## src/rtl/seg_scan_pkg.sv

```systemverilog
// ---------------------------------------------------------------------------
// seg_scan_pkg : shared types and constants for the 7-segment scanner
// Rev 1.0
// ---------------------------------------------------------------------------
`default_nettype none

package seg_scan_pkg;

  typedef enum logic [1:0] {
    ST_IDLE  = 2'd0,
    ST_SHOW  = 2'd1,
    ST_BLANK = 2'd2
  } state_e;

  localparam logic [6:0] SEG_OFF = 7'h7F;

  // Active-high {g,f,e,d,c,b,a} patterns for hex digits 0..F.
  localparam logic [6:0] HEX_SEG_TABLE [16] = '{
    7'h3F, 7'h06, 7'h5B, 7'h4F, 7'h66, 7'h6D, 7'h7D, 7'h07,
    7'h7F, 7'h6F, 7'h77, 7'h7C, 7'h39, 7'h5E, 7'h79, 7'h71
  };

endpackage

`default_nettype wire

```

## src/rtl/hex_to_seg.sv

```systemverilog
// ---------------------------------------------------------------------------
// hex_to_seg : combinational nibble to active-low 7-segment pattern
// Rev 1.0
// ---------------------------------------------------------------------------
`default_nettype none

module hex_to_seg
  import seg_scan_pkg::*;
(
  input  logic [3:0] nibble_i,
  output logic [6:0] seg_o
);

  assign seg_o = ~HEX_SEG_TABLE[nibble_i];

endmodule

`default_nettype wire

```

## src/rtl/seg_scan_driver.sv

```systemverilog
// ---------------------------------------------------------------------------
// seg_scan_driver : multiplexed 7-segment scanner with double-buffered load.
// Optional leading-zero blanking with SEG_SCAN_LZB_EN.  Rev 1.0
// ---------------------------------------------------------------------------
`default_nettype none

module seg_scan_driver
  import seg_scan_pkg::*;
#(
  parameter int NUM_DIGITS  = 4,
  parameter int BLANK_TICKS = 1
) (
  input  logic                    clk,
  input  logic                    reset_n,
  input  logic                    tick,
  input  logic                    load_valid,
  output logic                    load_ready,
  input  logic [4*NUM_DIGITS-1:0] load_digits,
  input  logic [NUM_DIGITS-1:0]   load_dp,
  output logic [NUM_DIGITS-1:0]   an,
  output logic [6:0]              seg,
  output logic                    dp,
  output logic                    frame_done
);

  localparam int IDX_W  = $clog2(NUM_DIGITS);
  localparam int BCNT_W = (BLANK_TICKS > 1) ? $clog2(BLANK_TICKS) : 1;
  localparam logic [IDX_W-1:0]  LAST_IDX  = IDX_W'(NUM_DIGITS - 1);
  localparam logic [BCNT_W-1:0] BCNT_INIT = (BLANK_TICKS > 0) ? BCNT_W'(BLANK_TICKS - 1) : '0;

  state_e                  state_q, state_d;
  logic [IDX_W-1:0]        idx_q, idx_d;
  logic [BCNT_W-1:0]       bcnt_q, bcnt_d;
  logic                    boundary_d, boundary_q;
  logic [4*NUM_DIGITS-1:0] act_dig_q, act_dig_d, pend_dig_q, pend_dig_d;
  logic [NUM_DIGITS-1:0]   act_dp_q, act_dp_d, pend_dp_q, pend_dp_d;
  logic                    pend_full_q, pend_full_d;
  logic [NUM_DIGITS-1:0]   an_q, an_d;
  logic [6:0]              seg_q, seg_d;
  logic                    dp_q, dp_d;
  logic                    frame_done_q, frame_done_d;
  logic [3:0]              w_nibble;
  logic [6:0]              w_dec_seg;
  logic                    w_lz_blank;
  logic                    w_accept;

  assign w_accept = load_valid & ~pend_full_q;

  always_ff @(posedge clk) begin
    if (!reset_n) begin
      state_q      <= ST_IDLE;
      idx_q        <= '0;
      bcnt_q       <= '0;
      boundary_q   <= 1'b0;
      act_dig_q    <= '0;
      act_dp_q     <= '0;
      pend_dig_q   <= '0;
      pend_dp_q    <= '0;
      pend_full_q  <= 1'b0;
      an_q         <= '1;
      seg_q        <= SEG_OFF;
      dp_q         <= 1'b1;
      frame_done_q <= 1'b0;
    end else begin
      state_q      <= state_d;
      idx_q        <= idx_d;
      bcnt_q       <= bcnt_d;
      boundary_q   <= boundary_d;
      act_dig_q    <= act_dig_d;
      act_dp_q     <= act_dp_d;
      pend_dig_q   <= pend_dig_d;
      pend_dp_q    <= pend_dp_d;
      pend_full_q  <= pend_full_d;
      an_q         <= an_d;
      seg_q        <= seg_d;
      dp_q         <= dp_d;
      frame_done_q <= frame_done_d;
    end
  end

  always_comb begin
    state_d    = state_q;
    idx_d      = idx_q;
    bcnt_d     = bcnt_q;
    boundary_d = 1'b0;
    if (tick) begin
      case (state_q)
        ST_IDLE: begin
          state_d    = ST_SHOW;
          idx_d      = '0;
          boundary_d = 1'b1;
        end
        ST_SHOW, ST_BLANK: begin
          if (state_q == ST_SHOW && BLANK_TICKS > 0) begin
            state_d = ST_BLANK;
            bcnt_d  = BCNT_INIT;
          end else if (state_q == ST_BLANK && bcnt_q != '0) begin
            bcnt_d = bcnt_q - 1'b1;
          end else begin
            state_d = ST_SHOW;
            if (idx_q == LAST_IDX) begin
              idx_d      = '0;
              boundary_d = 1'b1;
            end else begin
              idx_d = idx_q + 1'b1;
            end
          end
        end
        default: state_d = ST_IDLE;
      endcase
    end
  end

  // Commit only what was pending before this cycle; a same-cycle load waits a frame.
  always_comb begin
    act_dig_d   = act_dig_q;
    act_dp_d    = act_dp_q;
    pend_dig_d  = pend_dig_q;
    pend_dp_d   = pend_dp_q;
    pend_full_d = pend_full_q;
    if (boundary_d && pend_full_q) begin
      act_dig_d   = pend_dig_q;
      act_dp_d    = pend_dp_q;
      pend_full_d = 1'b0;
    end
    if (w_accept) begin
      pend_dig_d  = load_digits;
      pend_dp_d   = load_dp;
      pend_full_d = 1'b1;
    end
  end

  assign w_nibble = act_dig_q[{idx_q, 2'b00} +: 4];

  hex_to_seg u_hex_to_seg (
    .nibble_i (w_nibble),
    .seg_o    (w_dec_seg)
  );

`ifdef SEG_SCAN_LZB_EN
  logic [IDX_W-1:0] w_msnz;
  always_comb begin
    w_msnz = '0;
    for (int i = 1; i < NUM_DIGITS; i++) begin
      if (act_dig_q[4*i +: 4] != 4'h0) w_msnz = IDX_W'(i);
    end
  end
  assign w_lz_blank = (idx_q > w_msnz);
`else
  assign w_lz_blank = 1'b0;
`endif

  always_comb begin
    an_d         = '1;
    seg_d        = SEG_OFF;
    dp_d         = 1'b1;
    frame_done_d = boundary_q;
    if (state_q == ST_SHOW) begin
      an_d[idx_q] = 1'b0;
      seg_d       = w_lz_blank ? SEG_OFF : w_dec_seg;
      dp_d        = ~act_dp_q[idx_q];
    end
  end

  assign load_ready = ~pend_full_q;
  assign an         = an_q;
  assign seg        = seg_q;
  assign dp         = dp_q;
  assign frame_done = frame_done_q;

endmodule

`default_nettype wire

```

## config.mk

```make
export PLATFORM = sky130hd
export DESIGN_NAME = seg_scan_driver
export DESIGN_NICKNAME = d
export VERILOG_FILES = /design/src/rtl/seg_scan_pkg.sv /design/src/rtl/hex_to_seg.sv /design/src/rtl/seg_scan_driver.sv
export SDC_FILE = /design/constraint.sdc
export NUM_CORES = 1
export LEC_CHECK = 0
export ABC_CLOCK_PERIOD_IN_PS = 3100
export BUFFER_PORTS_ARGS = -buffer_cell sky130_fd_sc_hd__buf_2
export CAP_MARGIN = 20
export CORE_MARGIN = 5
export CORE_UTILIZATION = 48
export CTS_BUF_LIST = sky130_fd_sc_hd__clkbuf_8
export DETAILED_ROUTE_END_ITERATION = 10
export PLACE_DENSITY = 0.66
export SLEW_MARGIN = 40
export SYNTH_ARGS = -nofsm -noshare
export SYNTH_HDL_FRONTEND = slang
export SYNTH_HIERARCHICAL = 1
export SYNTH_SLANG_ARGS = --single-unit
export TNS_END_PERCENT = 100
```

## constraint.sdc

```tcl
create_clock -name clk -period 3.1 [get_ports clk]
set_input_delay 0.155 -clock clk [delete_from_list [all_inputs] [get_ports clk]]
set_output_delay 0.155 -clock clk [all_outputs]
set_load 0.05 [all_outputs]
```

# [Yosys cells after proc, flatten, opt, wreduce, memory -nomap -nowiden]
# Memories as Yosys holds them, arrays and structs flattened.
# Cells that the tools add are included.
[word_totals] mem_count=1 wordCells=66 rom_bits=112 reg_bits=60 in_bits=24 output_inout_bits=14
[memory_table] name="(name not given)" depth=16 width=7 rd=1 rd_clocked_by_memory_dff=0 wr=0 line="hex_to_seg.sv:14" rtl="assign seg_o = ~HEX_SEG_TABLE[nibble_i];"
[classes] reduce_logical=12 eq_ne=6 magnitude_cmp=3 add_sub_neg=2 mux=22 n_shift=1 bitwise=6
[ops] cell="indexed part select 16 x 5 -> 4 bit" n=1
[ops] cell="two-way mux 7 bit" n=2
[ops] cell="two-way mux 1 bit" n=10
[ops] cell="two-way mux 2 bit" n=5
[ops] cell="one-hot mux 2 bit (2 select lines)" n=2
[ops] cell="NOT 7 bit" n=1
[ops] cell="nonzero test 2 bit" n=3
[ops] cell=">= comparator 5 bit (second input constant)" n=1
[ops] cell="NOT 4 -> 5 bit" n=1
[ops] cell="equality test 2 bit (second input constant)" n=2
[ops] cell="!= test 2 bit (second input constant)" n=2
[ops] cell="NOT 4 bit" n=1
[ops] cell="AND reduction 2 bit" n=2
[ops] cell="AND reduction 4 bit" n=1
[ops] cell="logical AND 1 bit" n=3
[ops] cell="< comparator 2 x 3 -> 1 bit (second input constant)" n=1
[ops] cell="!= test 3 bit (second input constant)" n=1
[ops] cell="AND reduction 3 bit" n=1
[ops] cell="adder 2 x 1 -> 2 bit (second input constant)" n=1
[ops] cell="binary-select mux 1 bit (select 2 bit)" n=1
[ops] cell="demux 1 bit (select 2 bit)" n=1
[ops] cell="equality test 2 x 1 -> 1 bit (second input constant)" n=1
[ops] cell=">= comparator 2 x 1 -> 1 bit (second input constant)" n=1
[ops] cell="logical NOT 2 bit" n=1
[ops] cell="5 further kinds" n=6

# [Logic depth before layout (Yosys ltp)]
# Gate-level depths: netlist of run 1.
[depth] ltp_word=9 ltp_mapped=8 ltp_nobuf=7

# [By module]
# Netlist of run 1, hierarchy kept.
[by_module_without_submodules] module="seg_scan_driver" cells_each=259 seq_area_each_um2=1201.2 area_each_um2=2442.3 n_inst=1
[by_module_without_submodules] module="hex_to_seg" cells_each=33 seq_area_each_um2=0.0 area_each_um2=245.2 n_inst=1

# [Least setup slack after synthesis of run 1]
# OpenSTA, ideal clock, no wires.
[synth_timing] kind="register -> register" from="register idx_q[0]" to="register seg_q[3] (netlist: seg[3])" path_stages_with_launch=8 arrival_time_ns=1.977 path_buffers=1 slack_ns=0.997 synth_period_minus_slack_ns=2.103 path_cell_list="dfxtp_1 buf_2 mux4_2 inv_1 ha_1 inv_1 mux4_2 nand2b_1"
[synth_via] elab_chain_cells=6
[synth_lines] item="from (decl)" line="seg_scan_driver.sv:32" rtl="logic [IDX_W-1:0] idx_q, idx_d;"
[synth_lines] item="from (signal assigned)" line="seg_scan_driver.sv:66" rtl="idx_q <= idx_d;"
[synth_lines] item="indexed part select 16 x 5 -> 4 bit" line="seg_scan_driver.sv:133" rtl="assign w_nibble = act_dig_q[{idx_q, 2'b00} +: 4];"
[synth_lines] item="net w_nibble[0]" line="seg_scan_driver.sv:42" rtl="logic [3:0] w_nibble;"
[synth_lines] item="NOT 4 -> 5 bit (not written as such)" line="hex_to_seg.sv:14"
[synth_lines] item="memory (16 x 7 bit)"
[synth_lines] item="two-way mux 7 bit (not written as such) (2 in series)" line="hex_to_seg.sv:14"
[synth_lines] item="NOT 7 bit" line="hex_to_seg.sv:14"
[synth_lines] item="net w_dec_seg[3]" line="seg_scan_driver.sv:43" rtl="logic [6:0] w_dec_seg;"
[synth_lines] item="to (signal assigned)" line="seg_scan_driver.sv:75" rtl="seg_q <= seg_d;"
[synth_lines] item="to (decl)" line="seg_scan_driver.sv:39" rtl="logic [6:0] seg_q, seg_d;"
# The timed path passes the listed nets, and every way through them passes these cells. The select of a mux whose other input is x is not followed.
# A chain may end at the register's enable or synchronous reset.

# [Worst setup path after layout of run 1]
# Same ends and word-level chain as after synthesis.

==> results of run 1 <==
## worst max-delay path, cell delays in order (launching register included)
cell	delay, ns
dfxtp_1	0.61
mux4_2	0.64
inv_1	0.16
ha_1	0.15
inv_1	0.04
mux4_2	0.43
nand2b_1	0.14
## per-stage QoR
stage / power [W] / utilization / cell area (um2)
2_1_floorplan: 0.000962 / - / 2690
3_3_place_gp: 0.00100 / 0.527 / 2890
3_5_place_dp: 0.00100 / 0.527 / 2890
4_1_cts: 0.00156 / 0.555 / 3040
5_1_grt: 0.00161 / 0.555 / 3040
6_report: 0.00154 / 0.555 / 3040
## flip-flops by register name, indices dropped and copies added, names as in the netlist, 2 cells and up
register / cells
act_dig_q: 16
act_dp_q: 4
an: 4
idx_q: 2
pend_dig_q: 16
pend_dp_q: 4
seg: 7
state_q: 2
## logic make-up after synthesis
logic type | Yosys count
AOI/OAI and AO/OA | 36
adders and majority gates | 15
buffers and inverters | 29
DFF | 60
muxes | 27
and+or+nand+nor | 125
## power breakdown
| part | leakage, nW | switching [W] | internal [W] | total (W) |
|---|---|---|---|---|
| Clock | 0.0924 | 0.000283 | 0.000272 | 0.000555 |
| Sequential | 0.489 | 0.0000175 | 0.000802 | 0.000819 |
| Combinational | 0.586 | 0.000104 | 0.0000631 | 0.000167 |
| Total | 1.17 | 0.000405 | 0.00114 | 0.00154 |
## Yosys cell counts
master	instances	area share
or3_1	1	0.0023
o2111a_1	1	0.0042
clkbuf_1	12	0.017
a21boi_0	21	0.059
a211oi_1	1	0.0028
nor2b_1	4	0.0093
mux4_2	6	0.050
or2_2	1	0.0023
nor2_1	7	0.0098
a41oi_2	1	0.0061
nand3_1	1	0.0019
nor3b_1	1	0.0028
a21oi_1	1	0.0019
and3_1	1	0.0023
nand2_1	94	0.13
o22ai_1	1	0.0023
a31oi_1	2	0.0047
o21ai_0	4	0.0074
nor4b_4	1	0.0088
buf_2	4	0.0074
buf_6	3	0.013
mux2i_1	21	0.078
inv_1	10	0.014
a22oi_1	1	0.0028
nand2b_1	8	0.019
or2b_1	1	0.0028
a32o_1	1	0.0037
o32ai_1	1	0.0033
o211ai_1	1	0.0028
ha_1	15	0.070
nor3_1	1	0.0019
and2_1	2	0.0047
dfxtp_1	60	0.45
nand4_1	2	0.0047
## worst paths after layout
| check | endpoint | cells past startpoint |
|---|---|---|
| worst min-delay path | pend_dp_q[3]$_SDFFE_PN0P_ | 3 |
| worst max-delay path | seg[3]$_SDFF_PN1_ | 6 |
| worst max register to register | seg[3]$_SDFF_PN1_ | 6 |
| worst min register to register | frame_done$_SDFF_PN0_ | 1 |
## area by class of cell
type | count | area (um2)
inverters | 10 | 37.5
multi-input cells | 203 | 1350
fillers | 517 | 2440
well taps | 72 | 90.1
repair buffers | 40 | 208
flip-flops and latches | 60 | 1200
clock inverters | 6 | 26.3
clock buffers | 9 | 124
## per-layer routing
layer / track usage / vias up
li1: - / 1026
met1: 0.202 / 849
met2: 0.217 / 50
met3: 0.0417 / 10
met4: 0.0777 / 0
met5: 0 / -
## placed cells by master, fill, tap and decap left out, types with 2 or more instances in the layout
master | Yosys | final
nand2_1 | 94 | 94
dfxtp_1 | 60 | 60
buf_2 | 4 | 37
mux2i_1 | 21 | 21
a21boi_0 | 21 | 21
ha_1 | 15 | 15
inv_1 | 10 | 13
clkbuf_8 | 0 | 9
nand2b_1 | 8 | 8
nor2_1 | 7 | 7
mux4_2 | 6 | 6
nor2b_1 | 4 | 4
o21ai_0 | 4 | 4
clkinv_2 | 0 | 3
buf_4 | 0 | 3
nand4_1 | 2 | 2
and2_1 | 2 | 2
a31oi_1 | 2 | 2
==> out/results.ini, run 1 <==
[run_status]
outcome = finished clean

[synthesis]
synthCells = 292
synth_fa_ha_area_frac = 0.0698
muxShareOfSynthArea = 0.128
yosysUniqueCellTypes = 34
synth_compound_area_frac = 0.101
ys.warnings.count = 6
synth-seq-area-share = 0.447
avgSynthCellArea_um2 = 9.20
syn_area_um2 = 2690
ys_seq_elements = 60
synth_xor_area_frac = 0
syn_nets = 331
synth_top_family_by_area = simple AND/OR/NAND/NOR gates
synthSimpleGateAreaFrac = 0.203

[global_routing]
grt_pass1_vias = 1858
grt_max_degree = 38
grt_overflow = 0
grt_usage = 0.149
grt_pass1_wl_um = 8600
antenna_found_initial = 0

[timing]
period_share = 0.737
setup_viol = 0
finalMaxSlewViolations = 0
timing.fmax_mhz = 438
fin_hold_ws_ns = 0.0645
fin_skew_ns = 0.0141
finalHoldViolations = 0
tightestPinTransition_ns = 0.667
max_slew_margin = 0.554
fin_setup_tns_ns = 0
setup_slack_ns = 0.815
period_needed_ns = 2.29
rsz0062_at_grt = no

[detailed_routing]
dr.max_layer_used = met4
routed_via_density = 4.84
dr_wl_met2_um = 2040
wl_met1_um = 2520
num_vias = 1935
drc = 0
totalWireLength_um = 4940
drt_iter0_drc = 77
wire_per_inst_um = 12.3
drtPass1Iterations = 4
wl_met3_um = 302
ant_nets = 0

[clocking]
clk_latency_ns = 0.34
clkTransAtPathRegs_ns = 0.07
tritoncts = built
cts_buffer_depth = 2
cts_buffers = 9
ctsResizeCount = 0
postCtsHoldBufs = 0
htreeDepth = 3
clock-sinks = 60
postCtsSetupRepairBufs = 0
root_buffer = clkbuf_8

[placed_design]
place.port_buffers = 37
placedCellCount = 385
dp_hpwl_um = 3440
place_ws_ns = 0.793
gp_congestion = 0.813

[critical_path]
path_class = reg -> reg
cp_max_fo = 9
worstReg2RegStart = idx_q[0]$_SDFFE_PN0P_
critPathLaunch = idx_q[0]$_SDFFE_PN0P_
critPathArrivalTime_ns = 2.51
r2r_slack_ns = 0.81
required_ns = 3.33
cp-start-kind = flip-flop
end_kind = flip-flop

[floorplan]
start_util = 0.491
die_x_um = 84.8
num_rows = 27
coreArea_um2 = 5470
dieArea_um2 = 7200
io_pins = 38
die_h_um = 84.8

[finish]
stdcell_count = 400
diodes = 0
syn2layout_area_growth_pct = 13.0
drive_gt1_frac = 0.186
fin_nets = 363

[power]
ir_drop_v = 0.000256
powerDensity_nw_per_um2 = 508
leakagePower_nw = 1.17

[flow_run]
maxCapViolCount = 0

[min_path]
min-delay-path-class = in -> reg
hp-start = load_dp[3]

Note: power is estimated with default switching activity, not from simulation.
==> run 2, diff against run 1 <==
Settings changed: ABC_AREA set to 1, ABC_CLOCK_PERIOD_IN_PS 3100 to 2300, PLACE_DENSITY 0.66 to 0.65.
Clock period 3.1 ns to 2.3 ns, I/O delays scaled along.
==> run 2 against run 1 <==
- sequential cell count unchanged
- critical endpoint unchanged
- non-clock buffer count rose by 7
- highest routed layer unchanged
- largest power group unchanged
- die area increased by 6.3%
- worst hold slack lost 0.019 ns
==> out/results.ini, run 2 <==
[run_status]
outcome = finished clean

[min_path]
min-delay-path-class = in -> reg

[synthesis]
syn_area_um2 = 2880
synth-main-ff-cell = dfxtp_1
synth-seq-area-share = 0.417
syn_nets = 445
synth_edf_count = 0
async_flop_share = 0
avgSynthCellArea_um2 = 7.09
ys_top_cells_by_area = dfxtp_1, nand2_1, inv_1
ys_seq_elements = 60
synthCells = 406
synth.most_common_cell = nand2_1
synth_top_cell_by_area = dfxtp_1
ys.warnings.count = 6
yosysUniqueCellTypes = 25
synth.top_cell.area_share = 0.417
ys_top_cells_by_count = nand2_1, inv_1, dfxtp_1

[detailed_routing]
drt_iter0_drc = 83
totalWireLength_um = 5480
drtPass1Iterations = 4
drc = 0
wire_per_inst_um = 10.5
num_vias = 2425
ant_nets = 0
routed_via_density = 4.65

[finish]
final_cell_mix = nand2_1, inv_1, dfxtp_1, a21oi_1, buf_2
syn2layout_area_growth_pct = 16.4
fin_nets = 481
layout_commonest_cell = nand2_1
stdcell_count = 522
diodes = 0
drive_gt1_frac = 0.179
final_area_um2 = 3350

[clocking]
root_buffer = clkbuf_8
postCtsHoldBufs = 0
cts_buffer_depth = 2
ctsResizeCount = 0
cts_buffers = 9
clkTransAtPathRegs_ns = 0.07
postCtsSetupRepairBufs = 0
htreeDepth = 3
clk_latency_ns = 0.34
clock-sinks = 60
tritoncts = built

[critical_path]
cp-start-kind = flip-flop
cp_max_fo = 12
required_ns = 2.52
critPathArrivalTime_ns = 2.27
path_class = reg -> reg
end_kind = flip-flop

[global_routing]
grt_max_degree = 29
grt_overflow = 0
grt_pass1_wl_um = 9660
antenna_found_initial = 0
grt_usage = 0.158
grt_pass1_vias = 2293

[flow_run]
maxCapViolCount = 0

[timing]
max_slew_margin = 0.703
rsz0062_at_grt = no
fin_setup_tns_ns = 0
setup_viol = 0
timing.fmax_mhz = 487
setup_slack_ns = 0.246
period_needed_ns = 2.05
finalHoldViolations = 0
finalMaxSlewViolations = 0
tightestPinTransition_ns = 0.445
period_share = 0.893
fin_skew_ns = 0.00892

[floorplan]
io_pins = 38
num_rows = 28
die_h_um = 87.5
die_x_um = 87.5
coreArea_um2 = 5890
dieArea_um2 = 7650
start_util = 0.489

[power]
powerDensity_nw_per_um2 = 824
leakagePower_nw = 1.63
ir_drop_v = 0.000494

[placed_design]
dpl_cell_area_um2 = 3120
dp_hpwl_um = 3960
placedCellCount = 506
place.port_buffers = 37
place_ws_ns = 0.248
gp_congestion = 0.796

run 2: metal layers:
layer	vias to the layer above	global-route usage	share of wire
li1	1329	-	-
met1	1046	0.202	0.51
met2	41	0.249	0.42
met3	9	0.0331	0.047
met4	0	0.0795	0.022
met5	-	0	0
run 2: layout make-up:
cell class / count / area, um2
clock buffer: 11 / 151
tap: 75 / 93.8
multi-input combinational: 241 / 1240
timing repair buffer: 47 / 260
sequential: 60 / 1200
clock inverter: 5 / 83.8
fill: 575 / 2530
inverter: 83 / 319
run 2: report_power, final:
part / internal (W) / switching [W] / leakage [nW]
registers: 0.00111 / 0.0000257 / 0.493
clock network: 0.000671 / 0.000434 / 0.112
logic: 0.000181 / 0.000339 / 1.03
run 2: kinds of logic (layout without fill, tap and decap cells):
kind of cell,count (synthesis),after routing,synth area share
and+or+nand+nor,151,151,0.234
adders and majority gates,15,15,0.0652
AOI/OAI and AO/OA,75,75,0.132
DFF,60,60,0.417
buffers and inverters,105,146,0.151
run 2: through the flow:
step / power (W) / util / hold WS [ns]
2_1_floorplan: 0.00157 / - / 0.308
3_3_place_gp: 0.00168 / 0.530 / 0.393
3_5_place_dp: 0.00168 / 0.530 / 0.402
4_1_cts: 0.00280 / 0.570 / 0.0391
5_1_grt: 0.00291 / 0.570 / 0.0584
6_report: 0.00276 / 0.570 / 0.0456
run 2: final timing paths:
kind                                       startpoint                           to  slack, ns  cells after the start
worst max-delay path            idx_q[1]$_SDFFE_PN0P_            seg[3]$_SDFF_PN1_       0.25                     12
worst min-delay path                  load_digits[13]  pend_dig_q[13]$_SDFFE_PN0P_       0.05                      3
worst max register to register  idx_q[1]$_SDFFE_PN0P_            seg[3]$_SDFF_PN1_       0.25                     12
worst min register to register  boundary_q$_SDFF_PN0_        frame_done$_SDFF_PN0_       0.43                      2
run 2: worst max-delay path, stage by stage, from the launching register on:
cell and delay, ns:
dfxtp_1 0.37, inv_1 0.17, o21ai_0 0.11, a21oi_1 0.05
a21oi_1 0.30, inv_2 0.12, ha_1 0.32, inv_1 0.04
nand2_1 0.04, nand2_1 0.05, nand2_1 0.05, nand2_1 0.04
or2_2 0.28
==> run 3, diff against run 2 <==
Settings changed: RECOVER_POWER set to 25.
==> run 3 against run 2 <==
- power shrank 0.13%
- count of clock-buffer cells in the layout is the same
- combinational power fell by 1%
- sequential share of layout area grew 0.23 points
- largest power group unchanged
- via count up 0.33%
- clock skew hardly changed
- sequential cell count unchanged
- worst setup slack got worse by 0.0020 ns
==> out/results.ini, run 3 (same netlist as run 2, synthesis figures left out) <==
[run_status]
outcome = finished clean

[timing]
fin_skew_ns = 0.00892
period_needed_ns = 2.06
finalMaxSlewViolations = 0
timing.fmax_mhz = 486
fin_hold_ws_ns = 0.0460
finalHoldViolations = 0
rsz0062_at_grt = no
setup_slack_ns = 0.244
max_slew_margin = 0.350
period_share = 0.894
fin_setup_tns_ns = 0
tightestPinTransition_ns = 0.975
setup_viol = 0

[detailed_routing]
drt_iter0_drc = 102
ant_nets = 0
wl_met3_um = 261
drtPass1Iterations = 4
drc = 0
routed_via_density = 4.66
num_vias = 2433
dr.max_layer_used = met4
totalWireLength_um = 5490
dr_wl_met2_um = 2290
wl_met1_um = 2820
wire_per_inst_um = 10.5

[floorplan]
num_rows = 28
die_x_um = 87.5
start_util = 0.489
coreArea_um2 = 5890
io_pins = 38
dieArea_um2 = 7650
die_h_um = 87.5

[critical_path]
cp-start-kind = flip-flop
cp_slowest_cell = dfxtp_1
slowest_delay_ns = 0.37
cp_max_fo = 12
worstRegToRegCells = 12
path_class = reg -> reg
end_kind = flip-flop
path_cells = inv_1 -> o21ai_0 -> a21oi_1 -> a21oi_1 -> inv_2 -> ha_1 -> inv_1 -> nand2_1 -> nand2_1 -> nand2_1 -> nand2_1 -> or2_2
cpMostUsedCell = nand2_1
timing.critical_path.buf_inv = 3
path_depth = 12
critPathArrivalTime_ns = 2.28
required_ns = 2.52
cp_top_family = compound AO/OA/AOI/OAI gates

[global_routing]
antenna_found_initial = 0
grt_max_degree = 29
grt_usage = 0.158
grt_overflow = 0
grt_pass1_vias = 2293
grt_pass1_wl_um = 9660

[finish]
post-route-util = 0.566
final_area_um2 = 3330
fin_nets = 481
final_cell_mix = nand2_1, inv_1, dfxtp_1, a21oi_1, o21ai_0
syn2layout_area_growth_pct = 15.7
drive_gt1_frac = 0.145
fillers = 585
layout_commonest_cell = nand2_1
diodes = 0

[clocking]
cts_buffers = 9
postCtsSetupRepairBufs = 0
root_buffer = clkbuf_8
htreeDepth = 3
clkTransAtPathRegs_ns = 0.07
clock-sinks = 60
clk_latency_ns = 0.34
ctsResizeCount = 0
postCtsHoldBufs = 0
tritoncts = built
cts_buffer_depth = 2

[placed_design]
place_ws_ns = 0.248
place.port_buffers = 37
dpl_cell_area_um2 = 3120
dp_hpwl_um = 3960
gp_congestion = 0.796

[power]
powerDensity_nw_per_um2 = 828
leakagePower_nw = 1.61
ir_drop_v = 0.000495

[flow_run]
maxCapViolCount = 0

[min_path]
min-delay-path-class = in -> reg
min_path_cells = 3

## run 3: layout make-up
class,instances,area [um2],share of cell area
multi-input combinational,241,1240,0.373
sequential,60,1200,0.360
inverter,83,319,0.0958
timing repair buffer,47,239,0.0717
clock buffer,11,151,0.0454
tap,75,93.8,0.0282
clock inverter,5,83.8,0.0252
## run 3: worst min-delay path: cells and delay by family
kind,cells,cell delay (ns)
buffers and inverters,1,0.07
AOI/OAI and AO/OA,2,0.17
## run 3: report_power, final
group / internal, W / switching [W]
registers: 0.00111 / 0.0000263
clock network: 0.000671 / 0.000435
logic: 0.000177 / 0.000339
total: 0.00196 / 0.000800
## run 3: worst paths after layout
check	endpoint	start	slack, ns
max	seg[3]$_SDFF_PN1_	idx_q[1]$_SDFFE_PN0P_	0.24
min	pend_dig_q[13]$_SDFFE_PN0P_	load_digits[13]	0.05
max reg2reg	seg[3]$_SDFF_PN1_	idx_q[1]$_SDFFE_PN0P_	0.24
min reg2reg	frame_done$_SDFF_PN0_	boundary_q$_SDFF_PN0_	0.43
## run 3: stage by stage
stage | total power, W | instances
final | 0.00276 | 522
after global routing | 0.00291 | 522
after CTS | 0.00280 | 522
after detailed placement | 0.00168 | 506
after global placement | 0.00168 | 506
after floorplan | 0.00157 | 406
## run 3: metal layers
metal,vias to the layer above,track usage
li1,1331,-
met1,1054,0.202
met3,9,0.0331
met4,0,0.0795
met2,39,0.249
met5,-,0
